## src/rtl/camo_pkg.sv

```systemverilog
// Shared definitions for the camouflaged gate bank: cell-function encodings,
// key-load FSM states and the single-cell evaluation function.
package camo_pkg;

  localparam logic [1:0] CAMO_NAND = 2'b00;
  localparam logic [1:0] CAMO_XOR0 = 2'b01;
  localparam logic [1:0] CAMO_NOR  = 2'b10;
  localparam logic [1:0] CAMO_XOR1 = 2'b11;

  typedef enum logic [1:0] {
    ST_IDLE   = 2'd0,
    ST_LOAD   = 2'd1,
    ST_COMMIT = 2'd2,
    ST_FLUSH  = 2'd3
  } key_st_e;

  // s0 set selects XOR regardless of s1; otherwise s1 picks NOR over NAND.
  function automatic logic camo_eval(input logic [1:0] sel, input logic a, input logic b);
    logic r;
    case (sel)
      CAMO_NAND: r = ~(a & b);
      CAMO_NOR:  r = ~(a | b);
      default:   r = a ^ b;
    endcase
    return r;
  endfunction

endpackage

```

## src/rtl/camo_cell.sv

```systemverilog
// One key-programmable camouflaged 2-input cell, purely combinational.
module camo_cell
  import camo_pkg::*;
(
  input  logic [1:0] sel,
  input  logic       a,
  input  logic       b,
  output logic       y
);

  assign y = camo_eval(sel, a, b);

endmodule

```

## src/rtl/camo_gate_bank.sv

```systemverilog
// Bank of camouflaged cells with a streamed, length-checked key that is
// committed atomically to the active key register; outputs are registered.
module camo_gate_bank
  import camo_pkg::*;
#(
  parameter int NUM_CELLS = 8,
  parameter int LOAD_W    = 4
) (
  input  logic                 clk,
  input  logic                 rst_n,
  input  logic                 key_valid,
  output logic                 key_ready,
  input  logic [LOAD_W-1:0]    key_data,
  input  logic                 key_last,
  output logic                 key_err,
  output logic                 armed,
  input  logic                 in_valid,
  input  logic [NUM_CELLS-1:0] a,
  input  logic [NUM_CELLS-1:0] b,
  output logic                 out_valid,
  output logic [NUM_CELLS-1:0] y
);

  localparam int KEY_W  = 2 * NUM_CELLS;
  localparam int NWORDS = (KEY_W + LOAD_W - 1) / LOAD_W;
  localparam int CW     = $clog2(NWORDS + 1);

  key_st_e              r_state;
  logic                 r_key_ready;
  logic                 r_key_err;
  logic                 r_armed;
  logic [CW-1:0]        r_cnt;
  logic [KEY_W-1:0]     r_shadow;
  logic [KEY_W-1:0]     r_active;
  logic                 r_out_valid;
  logic [NUM_CELLS-1:0] r_y;

  logic                 w_acc;
  logic                 w_wr;
  logic [CW-1:0]        w_cnt_nxt;
  logic [CW-1:0]        w_widx;
  logic [KEY_W-1:0]     w_sh_nxt;
  logic [NUM_CELLS-1:0] w_y;

  assign w_acc     = key_valid & r_key_ready;
  assign w_wr      = w_acc & ((r_state == ST_IDLE) | (r_state == ST_LOAD));
  assign w_cnt_nxt = r_cnt + CW'(1);
  assign w_widx    = (r_state == ST_IDLE) ? '0 : r_cnt;

  // Each shadow bit belongs to exactly one key word; excess bits of the last word drop.
  for (genvar j = 0; j < KEY_W; j++) begin : g_sh
    localparam logic [CW-1:0] WI = CW'(j / LOAD_W);
    assign w_sh_nxt[j] = (w_widx == WI) ? key_data[j % LOAD_W] : r_shadow[j];
  end

  always_ff @(posedge clk or negedge rst_n) begin
    if (!rst_n) r_shadow <= '0;
    else if (w_wr) r_shadow <= w_sh_nxt;
  end

  always_ff @(posedge clk or negedge rst_n) begin
    if (!rst_n) begin
      r_state     <= ST_IDLE;
      r_key_ready <= 1'b1;
      r_key_err   <= 1'b0;
      r_armed     <= 1'b0;
      r_cnt       <= '0;
      r_active    <= '0;
    end else begin
      r_key_err <= 1'b0;
      case (r_state)
        ST_IDLE: if (w_acc) begin
          r_cnt <= CW'(1);
          if (key_last) begin
            if (NWORDS == 1) begin
              r_state     <= ST_COMMIT;
              r_key_ready <= 1'b0;
            end else begin
              r_key_err <= 1'b1;
            end
          end else begin
            r_state <= (NWORDS == 1) ? ST_FLUSH : ST_LOAD;
          end
        end
        ST_LOAD: if (w_acc) begin
          r_cnt <= w_cnt_nxt;
          if (key_last) begin
            if (w_cnt_nxt == CW'(NWORDS)) begin
              r_state     <= ST_COMMIT;
              r_key_ready <= 1'b0;
            end else begin
              r_key_err <= 1'b1;
              r_state   <= ST_IDLE;
            end
          end else if (w_cnt_nxt == CW'(NWORDS)) begin
            r_state <= ST_FLUSH;
          end
        end
        ST_FLUSH: if (w_acc && key_last) begin
          r_key_err <= 1'b1;
          r_state   <= ST_IDLE;
        end
        ST_COMMIT: begin
          r_active    <= r_shadow;
          r_armed     <= 1'b1;
          r_state     <= ST_IDLE;
          r_key_ready <= 1'b1;
        end
        default: begin
          r_state     <= ST_IDLE;
          r_key_ready <= 1'b1;
        end
      endcase
    end
  end

  for (genvar i = 0; i < NUM_CELLS; i++) begin : g_cell
    camo_cell u_cell (
      .sel (r_active[2*i +: 2]),
      .a   (a[i]),
      .b   (b[i]),
      .y   (w_y[i])
    );
  end

  always_ff @(posedge clk or negedge rst_n) begin
    if (!rst_n) begin
      r_out_valid <= 1'b0;
      r_y         <= '0;
    end else begin
      r_out_valid <= in_valid;
      if (in_valid) r_y <= r_armed ? w_y : '0;
    end
  end

  assign key_ready = r_key_ready;
  assign key_err   = r_key_err;
  assign armed     = r_armed;
  assign out_valid = r_out_valid;
  assign y         = r_y;

endmodule
```

## config.mk

```make
export PLATFORM = sky130hd
export DESIGN_NAME = camo_gate_bank
export DESIGN_NICKNAME = d
export VERILOG_FILES = /design/src/rtl/camo_pkg.sv /design/src/rtl/camo_cell.sv /design/src/rtl/camo_gate_bank.sv
export SDC_FILE = /design/constraint.sdc
export NUM_CORES = 1
export LEC_CHECK = 0
export ABC_CLOCK_PERIOD_IN_PS = 2100
export BUFFER_PORTS_ARGS = -buffer_cell sky130_fd_sc_hd__buf_2
export CAP_MARGIN = 10
export CORE_MARGIN = 2
export CORE_UTILIZATION = 55
export DETAILED_ROUTE_END_ITERATION = 7
export GPL_TIMING_DRIVEN = 0
export MAX_ROUTING_LAYER = met4
export PLACE_DENSITY = 0.78
export SLEW_MARGIN = 10
export SYNTH_ARGS = -nofsm -noshare
export SYNTH_HDL_FRONTEND = slang
export SYNTH_SLANG_ARGS = --single-unit
```

## constraint.sdc

```tcl
create_clock -name clk -period 2.1 [get_ports clk]
set_clock_uncertainty 0.2 [all_clocks]
set_input_delay 0.105 -clock clk [delete_from_list [all_inputs] [get_ports clk]]
set_output_delay 0.105 -clock clk [all_outputs]
set_load 0.05 [all_outputs]
```

==> impl_results.html <==
<table>
<tr><th>Metric</th><th>Value</th></tr>
<tr><th colspan="2">STA</th></tr>
<tr><td>Part of the cycle the worst path needs</td><td>91.6%</td></tr>
<tr><td>RSZ-0062 raised after global routing</td><td>false</td></tr>
<tr><td>Finish-stage setup viols</td><td>0</td></tr>
<tr><td>FMAX</td><td>520 MHz</td></tr>
<tr><td>Count of final hold-check violations</td><td>0</td></tr>
<tr><td>Worst max-slew margin expressed relative to the limit</td><td>31.2%</td></tr>
<tr><td>Least-Margin Pin Slew</td><td>1.03 ns</td></tr>
<tr><td>Crit path time final</td><td>1.92 ns</td></tr>
<tr><td>Number of pins exceeding their max-slew limit in the final report</td><td>0</td></tr>
<tr><td>Total Negative Setup Slacks</td><td>0 ns</td></tr>
<tr><th colspan="2">CTS</th></tr>
<tr><td>Clock network latency to the later pin of the worst-skew pair</td><td>0.30 ns</td></tr>
<tr><td>Clock-pin slew of the registers on the worst-case setup and hold paths</td><td>0.08 ns</td></tr>
<tr><td>CTS buffer count</td><td>5</td></tr>
<tr><td>Clock tree sinks</td><td>49</td></tr>
<tr><td>Largest buffer count on any clock path</td><td>2</td></tr>
<tr><td>Maximum level of the CTS H-tree</td><td>2</td></tr>
<tr><td>Cell at the root of the clock tree</td><td>sky130_fd_sc_hd__clkbuf_8</td></tr>
<tr><td>Clock tree from TritonCTS</td><td>built</td></tr>
<tr><td>Post_cts resized</td><td>0</td></tr>
<tr><th colspan="2">Global routing</th></tr>
<tr><td>Pin count of the biggest net entering global routing</td><td>50</td></tr>
<tr><td>Antenna violations before repair</td><td>0</td></tr>
<tr><td>Total congestion overflow after global routing</td><td>0</td></tr>
<tr><td>Global routing usage summed across all routing layers</td><td>19.7%</td></tr>
<tr><td>Via count of the first global-routing pass</td><td>1,653</td></tr>
<tr><td>Global-route wire length before repair</td><td>7.45 mm</td></tr>
<tr><th colspan="2">Pwr</th></tr>
<tr><td>Max IR drop VDD</td><td>0.344 mV</td></tr>
<tr><td>Power share of the clock group</td><td>34.4%</td></tr>
<tr><td>Sequential share of power</td><td>55.9%</td></tr>
<tr><td>Post-layout power</td><td>1.71 mW</td></tr>
<tr><td>Leakage component of the power</td><td>1.55 nW</td></tr>
<tr><td>Pwr per Cell Area</td><td>605 nW/µm²</td></tr>
<tr><td>Internal power component</td><td>1.31 mW</td></tr>
<tr><td>Logic pwr share</td><td>9.8%</td></tr>
<tr><td>Sw frac</td><td>23.5%</td></tr>
<tr><td>Net Switching</td><td>0.403 mW</td></tr>
<tr><th colspan="2">Floorplan</th></tr>
<tr><td>Placeable core region</td><td>4260 µm²</td></tr>
<tr><td>Die footprint</td><td>4900 µm²</td></tr>
<tr><td># IOs</td><td>37</td></tr>
<tr><td>Chip Height</td><td>70.0 µm</td></tr>
<tr><td>Width of the chip</td><td>70.0 µm</td></tr>
<tr><td>Std-Cell Rows</td><td>24</td></tr>
<tr><td>Starting Density</td><td>56.2%</td></tr>
<tr><th colspan="2">Layout</th></tr>
<tr><td>Net total in the final layout</td><td>295</td></tr>
<tr><td>Final-layout fill cell count</td><td>332</td></tr>
<tr><td>Final core utilization</td><td>66.4%</td></tr>
<tr><td>Fin area</td><td>2830 µm²</td></tr>
<tr><td>Number of antenna diodes</td><td>0</td></tr>
<tr><td>Count of non-filler cells in the finished layout</td><td>305</td></tr>
<tr><td>Signed area change from the synthesized netlist to the final layout</td><td>18.2%</td></tr>
<tr><td>Footprint of the multi-input gates</td><td>1040 µm²</td></tr>
<tr><td>Proportion of layout cells with a drive suffix above 1</td><td>34.0%</td></tr>
<tr><td>Register area</td><td>1230 µm²</td></tr>
<tr><th colspan="2">Detailed routing</th></tr>
<tr><td>Routed WL per cell</td><td>13.4 µm</td></tr>
<tr><td>Count of TritonRoute iterations in the first routing pass</td><td>4</td></tr>
<tr><td>Via count of the routed design</td><td>1,631</td></tr>
<tr><td>Count of unresolved DRC violations after routing</td><td>0</td></tr>
<tr><td>Via density per instance</td><td>5.35</td></tr>
<tr><td>Antenna viol nets, final</td><td>0</td></tr>
<tr><td>Total detailed-routing wirelength</td><td>4.07 mm</td></tr>
<tr><td>Violation count after the first detailed-route iteration</td><td>41</td></tr>
<tr><th colspan="2">Worst setup path</th></tr>
<tr><td>Crit path required time</td><td>2.09 ns</td></tr>
<tr><td>Crit Path Max Fanout</td><td>8</td></tr>
<tr><td>Startpoint type of the worst setup path</td><td>register</td></tr>
<tr><td>List of cells traversed by the critical path</td><td>clkbuf_8 &gt; nand2_1 &gt; nor3_1 &gt; mux2_2</td></tr>
<tr><td>Crit Path Category</td><td>reg -&gt; reg</td></tr>
<tr><td>Slowest stage cell on the critical path</td><td>sky130_fd_sc_hd__dfstp_2</td></tr>
<tr><td>Type of element capturing the critical path</td><td>register</td></tr>
<tr><td>Data arrival, critical path</td><td>1.91 ns</td></tr>
<tr><td>Largest incremental delay on the critical path</td><td>0.54 ns</td></tr>
<tr><th colspan="2">Place</th></tr>
<tr><td>Global placement routability congestion</td><td>0.796</td></tr>
<tr><td>Half-perimeter wire length after placement</td><td>2.98 mm</td></tr>
<tr><td>Post-placement cell count</td><td>289</td></tr>
<tr><td>Placed Instance Area</td><td>2650 µm²</td></tr>
<tr><td>PortBufs</td><td>36</td></tr>
<tr><th colspan="2">Worst hold path</th></tr>
<tr><td>Path category of the worst min-delay check</td><td>in -&gt; reg</td></tr>
<tr><th colspan="2">Synthesis</th></tr>
<tr><td>Syn. warnings</td><td>0</td></tr>
<tr><td>Number of instances in the synthesized netlist</td><td>201</td></tr>
<tr><td>Cell variety after synth</td><td>34</td></tr>
<tr><td>Part of the Yosys area used for sequential elements</td><td>51.2%</td></tr>
<tr><td>#FFs+latches synth</td><td>49</td></tr>
<tr><td>Synth Net Count</td><td>244</td></tr>
<tr><td>Synthesized area</td><td>2400 µm²</td></tr>
<tr><td>Mean instance size in the synthesized netlist</td><td>11.9 µm²</td></tr>
<tr><th colspan="2">Run status</th></tr>
<tr><td>Status</td><td>finished clean</td></tr>
<tr><th colspan="2">Flow run</th></tr>
<tr><td>Total of max-cap violations</td><td>0</td></tr>
</table>
==> worst paths after layout <==
check,endpoint,cells past startpoint,slack [ns],start
max,r_shadow[5],4,0.18,key_ready
min,y[1],5,0.10,b[1]
max reg2reg,r_shadow[5],4,0.18,key_ready
min reg2reg,r_active[5],1,0.31,r_shadow[5]
max in group asynchronous,r_shadow[9],2,0.73,rst_n
min in group asynchronous,y[6],2,0.32,rst_n
==> kinds of logic after synthesis <==
group / count (synthesis) / synth area share, %
AOI/OAI and AO/OA: 31 / 8.62
and+or+nand+nor: 39 / 9.61
DFF: 49 / 51.2
buffers and inverters: 32 / 5.48
adders and majority gates: 18 / 9.40
muxes: 32 / 15.7
==> critical path, delay by kind of cell, from the launching register on <==
family        cells  cell delay [ns]
buf+inv           1             0.15
flops             1             0.54
mux               1             0.40
simple gates      2             0.54
==> final cells by class <==
class                           instances  area share [%]
Timing Repair Buffer                   44            9.19
Buffer                                  6            1.50
Clock buffer                            7            3.40
Tap cell                               52            2.30
Inverter                               26            3.45
Clock inverter                          1           0.177
Sequential cell                        49            43.3
Multi-Input combinational cell        120            36.6
==> sequential cells by signal, indices dropped and copies added, names as in the netlist <==
register   count
key_err        1
key_ready      1
r_active      16
r_shadow      16
armed          1
r_cnt          3
r_state        2
out_valid      1
y              8
==> power groups by stage <==
stage	combinational (mW)	sequential (mW)	clock, mW
6_report	0.167	0.958	0.589
5_1_grt	0.189	0.959	0.655
4_1_cts	0.171	0.958	0.610
3_5_place_dp	0.158	0.977	0
3_3_place_gp	0.156	0.976	0
2_1_floorplan	0.0447	1.02	0
==> stage by stage <==
stage	worst slack (ns)	hold WS, ns
after floorplan	0.000410	-0.391
after global placement	0.197	0.139
after detailed placement	0.172	0.139
after CTS	0.157	0.0961
after global routing	0.0489	0.115
final	0.177	0.102
==> cell usage in the layout, fill, tap and decap left out, drive strengths merged, types with 2 or more instances in the layout <==
master,n
buf,39
nand2b,2
mux2,32
dlygate4sd3,8
nor2b,8
nor2,2
dfrtp,48
a31oi,7
inv,26
nand3,5
a211oi,2
o21ai,8
nand3b,2
clkbuf,10
o21a,2
nand2,12
ha,18
a21oi,2
a211o,7
==> Yosys cell counts (all sizes together) <==
master / count / area, µm²
nor3: 1 / 5.00
or4b: 1 / 13.8
o31ai: 1 / 7.51
o21a: 2 / 15.0
nand3: 5 / 30.0
nand2b: 2 / 12.5
a21oi: 2 / 10.0
dfstp: 1 / 26.3
a211oi: 2 / 15.0
a31oi: 7 / 43.8
a211o: 7 / 61.3
a21boi: 1 / 7.51
and3b: 1 / 10.0
nand3b: 2 / 15.0
nand4b: 1 / 8.76
inv: 26 / 97.6
buf: 3 / 21.3
mux2: 32 / 375
nor2: 2 / 7.51
o21ai: 8 / 40.0
o22ai: 1 / 6.26
nor2b: 8 / 50.1
ha: 18 / 225
nand4: 1 / 6.26
or2: 1 / 6.26
nand4bb: 1 / 11.3
dfrtp: 48 / 1200
clkbuf: 3 / 12.5
and2b: 1 / 8.76
nand2: 12 / 45.0
==> metal layers <==
metal  vias to the layer above  share of wire (%)  global-route usage [%]
met5                         -                  0                       -
met4                         0               0.74                    4.70
met3                         6                4.6                    5.34
met2                        35                 48                    31.4
met1                       800                 46                    25.2
li1                        790                  -                       -
==> what timing repair did <==
item | CTS | global route
endpoints found under the hold margin | 70 | 0
setup buffers | 0 | 0
hold buffers | 8 | 0
Note: power is estimated with default switching activity, not from simulation.
